==> config.mk <==
export PLATFORM = sky130hd
export DESIGN_NAME = serial_demux
export DESIGN_NICKNAME = d
export VERILOG_FILES = /design/src/rtl/serial_demux.sv
export SDC_FILE = /design/constraint.sdc
export NUM_CORES = 1
export LEC_CHECK = 0
export ABC_AREA = 1
export BUFFER_PORTS_ARGS = -buffer_cell sky130_fd_sc_hd__buf_2
export CAP_MARGIN = 30
export CORE_MARGIN = 5
export CORE_UTILIZATION = 55
export DETAILED_ROUTE_END_ITERATION = 6
export GPL_ROUTABILITY_DRIVEN = 0
export GPL_TIMING_DRIVEN = 0
export PLACE_DENSITY = 0.88
export SLEW_MARGIN = 20
export SYNTH_ARGS = -nofsm -noshare
export SYNTH_HDL_FRONTEND = slang
export SYNTH_SLANG_ARGS = --single-unit
==> constraint.sdc <==
create_clock -name clk -period 1.4 [get_ports clk]
set_input_delay 0.28 -clock clk [delete_from_list [all_inputs] [get_ports clk]]
set_output_delay 0.28 -clock clk [all_outputs]
set_load 0.1 [all_outputs]
==> src/rtl/serial_demux.sv <==
// Bit-serial to parallel demultiplexer with a one-word valid/ready output buffer.
// Optional even-parity bit per word when SERIAL_DEMUX_PARITY_EN is defined.
module serial_demux #(
  parameter int WIDTH     = 8,
  parameter bit MSB_FIRST = 1'b0
) (
  input  logic             clk,
  input  logic             rst_n,
  input  logic             clr,
  input  logic             in_bit,
  input  logic             in_valid,
  output logic             in_ready,
  output logic [WIDTH-1:0] out_data,
  output logic             out_valid,
  input  logic             out_ready,
  output logic             out_perr
);

  localparam int CW = $clog2(WIDTH + 2);
`ifdef SERIAL_DEMUX_PARITY_EN
  localparam int N = WIDTH + 1;
`else
  localparam int N = WIDTH;
`endif

  typedef enum logic {S_COLLECT, S_HOLD} state_t;

  state_t           r_state;
  logic [CW-1:0]    r_cnt;
  logic [WIDTH-1:0] r_shreg;
  logic [WIDTH-1:0] r_data;
  logic             r_valid;

  logic [CW-1:0]    w_pos;
  logic [WIDTH-1:0] w_shreg_nx;
  logic             w_last;
  logic             w_take;

`ifdef SERIAL_DEMUX_PARITY_EN
  logic r_par;
  logic r_perr;
  assign out_perr = r_perr;
`else
  assign out_perr = 1'b0;
`endif

  assign in_ready  = (r_state == S_COLLECT);
  assign out_data  = r_data;
  assign out_valid = r_valid;
  assign w_take    = r_valid & out_ready;
  assign w_last    = (r_cnt == CW'(N - 1));

  // With parity, the count reaching WIDTH selects no data bit, so the parity bit never lands in shreg.
  assign w_pos = MSB_FIRST ? (CW'(WIDTH - 1) - r_cnt) : r_cnt;

  for (genvar g = 0; g < WIDTH; g++) begin : g_steer
    assign w_shreg_nx[g] = (w_pos == CW'(g)) ? in_bit : r_shreg[g];
  end

  always_ff @(posedge clk or negedge rst_n) begin
    if (!rst_n) begin
      r_state <= S_COLLECT;
      r_cnt   <= '0;
      r_shreg <= '0;
      r_data  <= '0;
      r_valid <= 1'b0;
`ifdef SERIAL_DEMUX_PARITY_EN
      r_par   <= 1'b0;
      r_perr  <= 1'b0;
`endif
    end else begin
      // A consumed word empties the buffer unless a new word is loaded below.
      if (w_take) r_valid <= 1'b0;

      if (clr) begin
        r_state <= S_COLLECT;
        r_cnt   <= '0;
        r_shreg <= '0;
      end else if (r_state == S_HOLD) begin
        if (w_take) begin
          r_data  <= r_shreg;
          r_valid <= 1'b1;
          r_cnt   <= '0;
          r_state <= S_COLLECT;
`ifdef SERIAL_DEMUX_PARITY_EN
          r_perr  <= ^r_shreg ^ r_par;
`endif
        end
      end else if (in_valid) begin
        r_shreg <= w_shreg_nx;
        if (w_last) begin
`ifdef SERIAL_DEMUX_PARITY_EN
          r_par <= in_bit;
`endif
          if (!r_valid || out_ready) begin
            r_data  <= w_shreg_nx;
            r_valid <= 1'b1;
            r_cnt   <= '0;
`ifdef SERIAL_DEMUX_PARITY_EN
            r_perr  <= ^r_shreg ^ in_bit;
`endif
          end else begin
            r_state <= S_HOLD;
            r_cnt   <= CW'(N);
          end
        end else begin
          r_cnt <= r_cnt + CW'(1);
        end
      end
    end
  end

endmodule

==> run metrics, run 1 <==
net switching fraction of the power roughly 29%; first-pass GRT wire length 5.071 mm; synthesized area 1285 sq um; PwrDens 875.4 nW/um^2; initial antenna violation count 0; MaxCap Viol Count 0; post-route minimum period 1482 ps; drt first pass iters 5; gr usage total 19.10%; status complete, but fails checks; Power Internal approximately 1.0 mW; final setup fails 1; Critical Path Start r_state; CP top delay family buffers and inverters; Initial Utilization 58.09%; CTS buffer count 3; Mapped Avg Cell Area 7.260 sq um; DIE WIDTH 58.34 um; area leader, netlist dfrtp_1; Synth Instances between 150 and 200; Ant. Diodes 0; Critical Path Fanout Max 6; hold-critical path depth 2; routed vias/inst 5.763; Row Count 17; Post-DRT Antenna Nets 0; met3 usage 3.070%; R2R cell count 7; Top FF cell, synth dfrtp_1; RSZ-0062 raised after global routing yes; Syn-to-layout area delta 28.63%; Root Driver clkbuf_4; Net Sw Power 0.4267 mW; IO Pins 17; hpwl dp 2.116 mm; Fillers 170; worst endpoint required time around 1100 ps; area of the multi-input gates between 600 and 700 sq um; 1st-iter DRT viols 68; Buf/Inv on CP 3; sequential-to-total area share from yosys stat 42.84%; reg2reg end out_data[4]; Clock Latency Late Sink 320 ps; Unique masters post-synth 21; crit-path cells inv_4 -> buf_8 -> buf_12; failing checks setup timing; detailed-route via count 1360; vias in the first global route between 1000 and 1500; CP Capture Type output pin; CP peak stage delay 440 ps; Die ar. 3403 sq um; Worst-path clk slew 140 ps; Hold Vio Cnt, Final 0; power share of the combinational group 18.5%; r2r setup slk 20 ps; Overall Power 1.447 mW; buffers added on ports 15; CTS tree built; Die H 58.34 um; routed wire length 3.427 mm; Critical Path Start Type register; nets 219; post-synth top area share 42.84%; layout cells sized above 1 27.40%; largest cells by area after synthesis dfrtp_1, nand2_1, nand3_1; maximum vdd drop between 0.6 and 0.7 mV; fin crit share 105.9%; GRT met2 Usage roughly 34%; clock sink count 22; setup TNS -82.15 ps; Final Skew 8.631 ps; DRC Markers 0; Max Freq 674.7 MHz; Final Slew Violations 0; leakage 0.8432 nW; total grt overflow 0; WL per Instance 14.52 um; Synth Register Bits 22; Ys Warns 0; EDFF count, synth 0; Clock Power Share 34.9%; Synth async-reset ratio 100.0%; worst hold start out_ready; number of H-tree levels 1; CTS Buffer Depth 2; Min-Delay Path Class input pin to register; setup ws final -82.15 ps; most used routing layer met2; sink of the worst hold path out_valid; Setup CP Type register to output pin; Reg power frac 46.6%; origin of the critical flop-to-flop path r_cnt[1]; crit path DAT approximately 1200 ps; largest net degree at the start of global routing 23; Synth Net Count 187; CORE AREA 2212 sq um; met1 Usage GRT 22.11%; Crit-path slowest cell dfrtp_1; FF/Latch Area roughly 560 sq um
==> state kept, by name (all words and copies together) (netlist names) <==
register   cells
out_data       8
r_shreg        8
r_cnt          4
out_valid      1
r_state        1
==> cell families after synthesis <==
logic type	after synthesis	synth area share [%]
DFF	22	42.84
other	1	0.2918
AOI/OAI and AO/OA	19	7.887
buffers and inverters	22	7.205
and+or+nand+nor	109	37.88
adders and majority gates	4	3.895
==> power groups by stage <==
stage               sequential [mW]  clock [mW]  combinational (mW)
floorplan                     0.755           0               0.110
global placement              0.682           0               0.233
detailed placement            0.684           0               0.239
CTS                           0.672       0.503               0.254
global route                  0.677       0.524               0.289
finish                        0.674       0.505               0.267
==> cells in the mapped netlist, types with 2 or more instances <==
cell / number
a21oi_1: 3
buf_2: 2
buf_4: 2
dfrtp_1: 22
ha_1: 4
inv_1: 12
inv_2: 6
nand2_1: 67
nand2_2: 4
nand3_1: 26
nand4_1: 4
nor2_1: 4
o21ai_0: 10
o21ai_1: 2
o22ai_1: 3
==> metal layers <==
metal | vias up | part of all wire (%)
li1 | 635 | -
met1 | 623 | 38
met2 | 80 | 50
met3 | 22 | 8.6
met4 | 0 | 4.0
met5 | - | 0
==> layout make-up <==
type	count	share of cell area, %
Buffer	4	2.120
Sequential cell	22	33.61
Tap cell	28	2.120
Timing Repair Buffer	27	12.64
Clock inverter	1	1.817
Inverter	18	4.239
Multi-Input combinational cell	133	42.09
Clock buffer	3	1.363
==> placed cells by master (no fill, tap or decap), drive strengths merged <==
cell type,synthesis,final
nand3,27,27
clkbuf,0,8
inv,18,18
o22ai,3,3
buf,4,25
a21oi,3,3
nand2,71,71
conb,1,1
ha,4,4
nand4,5,5
o21a,1,1
nor2,6,6
o21ai,12,12
bufinv,0,1
dlygate4sd3,0,1
dfrtp,22,22
==> worst max-delay path by stage <==
stage | to | slack (ps) | cells past startpoint
floorplan | r_state | 40 | 4
global placement | in_ready | -80 | 3
detailed placement | in_ready | -90 | 3
CTS | in_ready | -90 | 3
global route | in_ready | -100 | 3
finish | in_ready | -80 | 3
==> through the flow <==
step | cells | area, sq um | hold slack, ps | utilization, % | setup slack (ps)
6_report | 236 | 1653 | 202.8 | 74.72 | -82.15
5_1_grt | 236 | 1653 | 198.5 | 74.72 | -99.18
4_1_cts | 227 | 1534 | 182.7 | 69.34 | -90.89
3_5_place_dp | 220 | 1399 | 274.7 | 63.24 | -90.98
3_3_place_gp | 220 | 1399 | 269.5 | 63.24 | -79.72
2_1_floorplan | 177 | 1289 | -15.59 | - | 40.71
==> what timing repair did <==
item | in CTS | in global routing
setup endpoints to repair | 13 | 17
gates resized for setup | 15 | 16
hold endpoints to repair | 22 | 0
setup buffers | 2 | 9
hold buffers | 1 | 0
pin swaps | 1 | 5
Power figures use the tool's default switching activity.
==> run 2: changes to the inputs <==
--- a/config.mk
+++ b/config.mk
@@ -14,6 +14,7 @@
 export GPL_ROUTABILITY_DRIVEN = 0
 export GPL_TIMING_DRIVEN = 0
 export PLACE_DENSITY = 0.88
+export REMOVE_ABC_BUFFERS = 1
 export SLEW_MARGIN = 20
 export SYNTH_ARGS = -nofsm -noshare
 export SYNTH_HDL_FRONTEND = slang
==> run metrics, run 2 (synthesis results as in run 1) <==
commonest non-fill, non-tap cell in the layout nand2_1; Reg power frac 54.8%; final setup fails 0; hpwl dp 2.055 mm; Slew HR about two thirds; IO Pins 17; MaxCap Viol Count 0; Ant. Diodes 0; CTS buffer count 3; Overall Power 1.233 mW; leakage 0.8048 nW; Critical Path Start Type register; CP Capture Type output pin; vias in the first global route about 1200; CP top delay family flip-flops; Crit-path slowest cell dfrtp_2; DIE WIDTH 58.34 um; setup ws final around 32 ps; critical path depth 2; Final Core Density 72.85%; routed wire length roughly 3.4 mm; Buf/Inv on CP 2; hold-critical path depth 2; Syn-to-layout area delta 25.41%; pre-CTS WS -264.6 ps; power share of the combinational group 21.2%; nets between 200 and 250; largest net degree at the start of global routing 23; net switching fraction of the power 32.89%; clock sink count 22; Tightest Pin Transition 509.3 ps; detailed-route via count 1315; Max Freq between 700 and 800 MHz; initial antenna violation count 0; Worst-path clk slew roughly 130 ps; Initial Utilization 58.09%; gr usage total just under 20%; Setup CP Type register to output pin; Die H 58.34 um; CORE AREA 2212 sq um; 1st-iter DRT viols 50; Critical Path Fanout Max 8; Min-Delay Path Class input pin to register; Power Internal 0.8273 mW; worst endpoint required time 1120 ps; Clock Power Share 24.0%; WL per Instance between 10 and 15 um; DRC Markers 0; Final Skew around 11 ps; fin crit share 97.71%; layout cells sized above 1 roughly 27%; Post-DRT Antenna Nets 0; first-pass GRT wire length 5.161 mm; cell count after placement 216; Net Sw Power 0.4054 mW; Row Count 17; crit path DAT about 1100 ps; PwrDens 764.9 nW/um^2; routed vias/inst 5.717; Clock Latency Late Sink 320 ps; Final Instance Count excl. Fillers between 200 and 250; Die ar. between 3000 and 4000 sq um; CTS Buffer Depth 2; buffers added on ports 15; R2R cell count 9; number of H-tree levels 1; Hold Vio Cnt, Final 0; Root Driver clkbuf_4; CTS tree built; post-route minimum period approximately 1400 ps; status finished, final reports clean; maximum vdd drop 0.6355 mV; drt first pass iters 4; most frequent cells in the layout nand2_1, nand3_1, dfrtp_1, inv_1; CP peak stage delay 490 ps; crit-path cells inv_8 -> buf_12; Final Slew Violations 0; total grt overflow 0
run 2: metrics by stage:
stage	hold slack (ps)	setup TNS (ps)	instance area [sq um]
after global placement	269.6	-2204	1370
after detailed placement	272.8	-3093	1370
after global routing	245.4	-55.81	1612
after CTS	210.9	0	1496
final	214.7	0	1612
after floorplan	-15.59	-5552	1260
run 2: repair_timing:
| item | CTS | global route |
|---|---|---|
| endpoints found under the setup margin | 23 | 18 |
| endpoints found under the hold margin | 22 | 0 |
| resized for setup | 15 | 24 |
| hold buffers | 1 | 0 |
| pin swaps | 2 | 5 |
| setup buffers | 5 | 5 |
run 2: worst register-to-register path: cells and delay by family, from the launching register on:
family        cells  cell delay [ps]
simple gates      7              520
fa+ha+maj         1              170
flops             1              440
buf+inv           1              120
run 2: per-layer routing:
layer  GRT usage (%)  part of all wire (%)  up-vias
li1                -                     -      627
met1           23.50                    40      621
met2           33.49                    51       52
met3           2.851                   5.2       15
met4           8.940                   3.8        0
met5               0                     0        -
run 2: cell type report:
type / count / area, sq um
clock buffer: 3 / 22.52
fill: 165 / 600.6
inverter: 18 / 77.57
multi-input combinational: 133 / 715.7
sequential: 22 / 555.5
tap: 28 / 35.03
timing repair buffer: 26 / 205.2
run 2: final timing paths:
| path | start | to | slack, ps |
|---|---|---|---|
| max | r_state | in_ready | 30 |
| min | out_ready | out_valid | 210 |
| max reg2reg | r_cnt[0] | out_data[7] | 60 |
| min reg2reg | out_data[6] | out_data[6] | 490 |
| max in group asynchronous | rst_n | r_state | 570 |
| min in group asynchronous | rst_n | r_shreg[5] | 450 |
run 2: power by group through the flow:
stage	Sequential, mW	Clock (mW)	Combinational (mW)
after global placement	0.683	0	0.228
after floorplan	0.756	0	0.106
after CTS	0.673	0.294	0.247
final	0.676	0.296	0.261
after detailed placement	0.684	0	0.233
after global routing	0.679	0.319	0.283
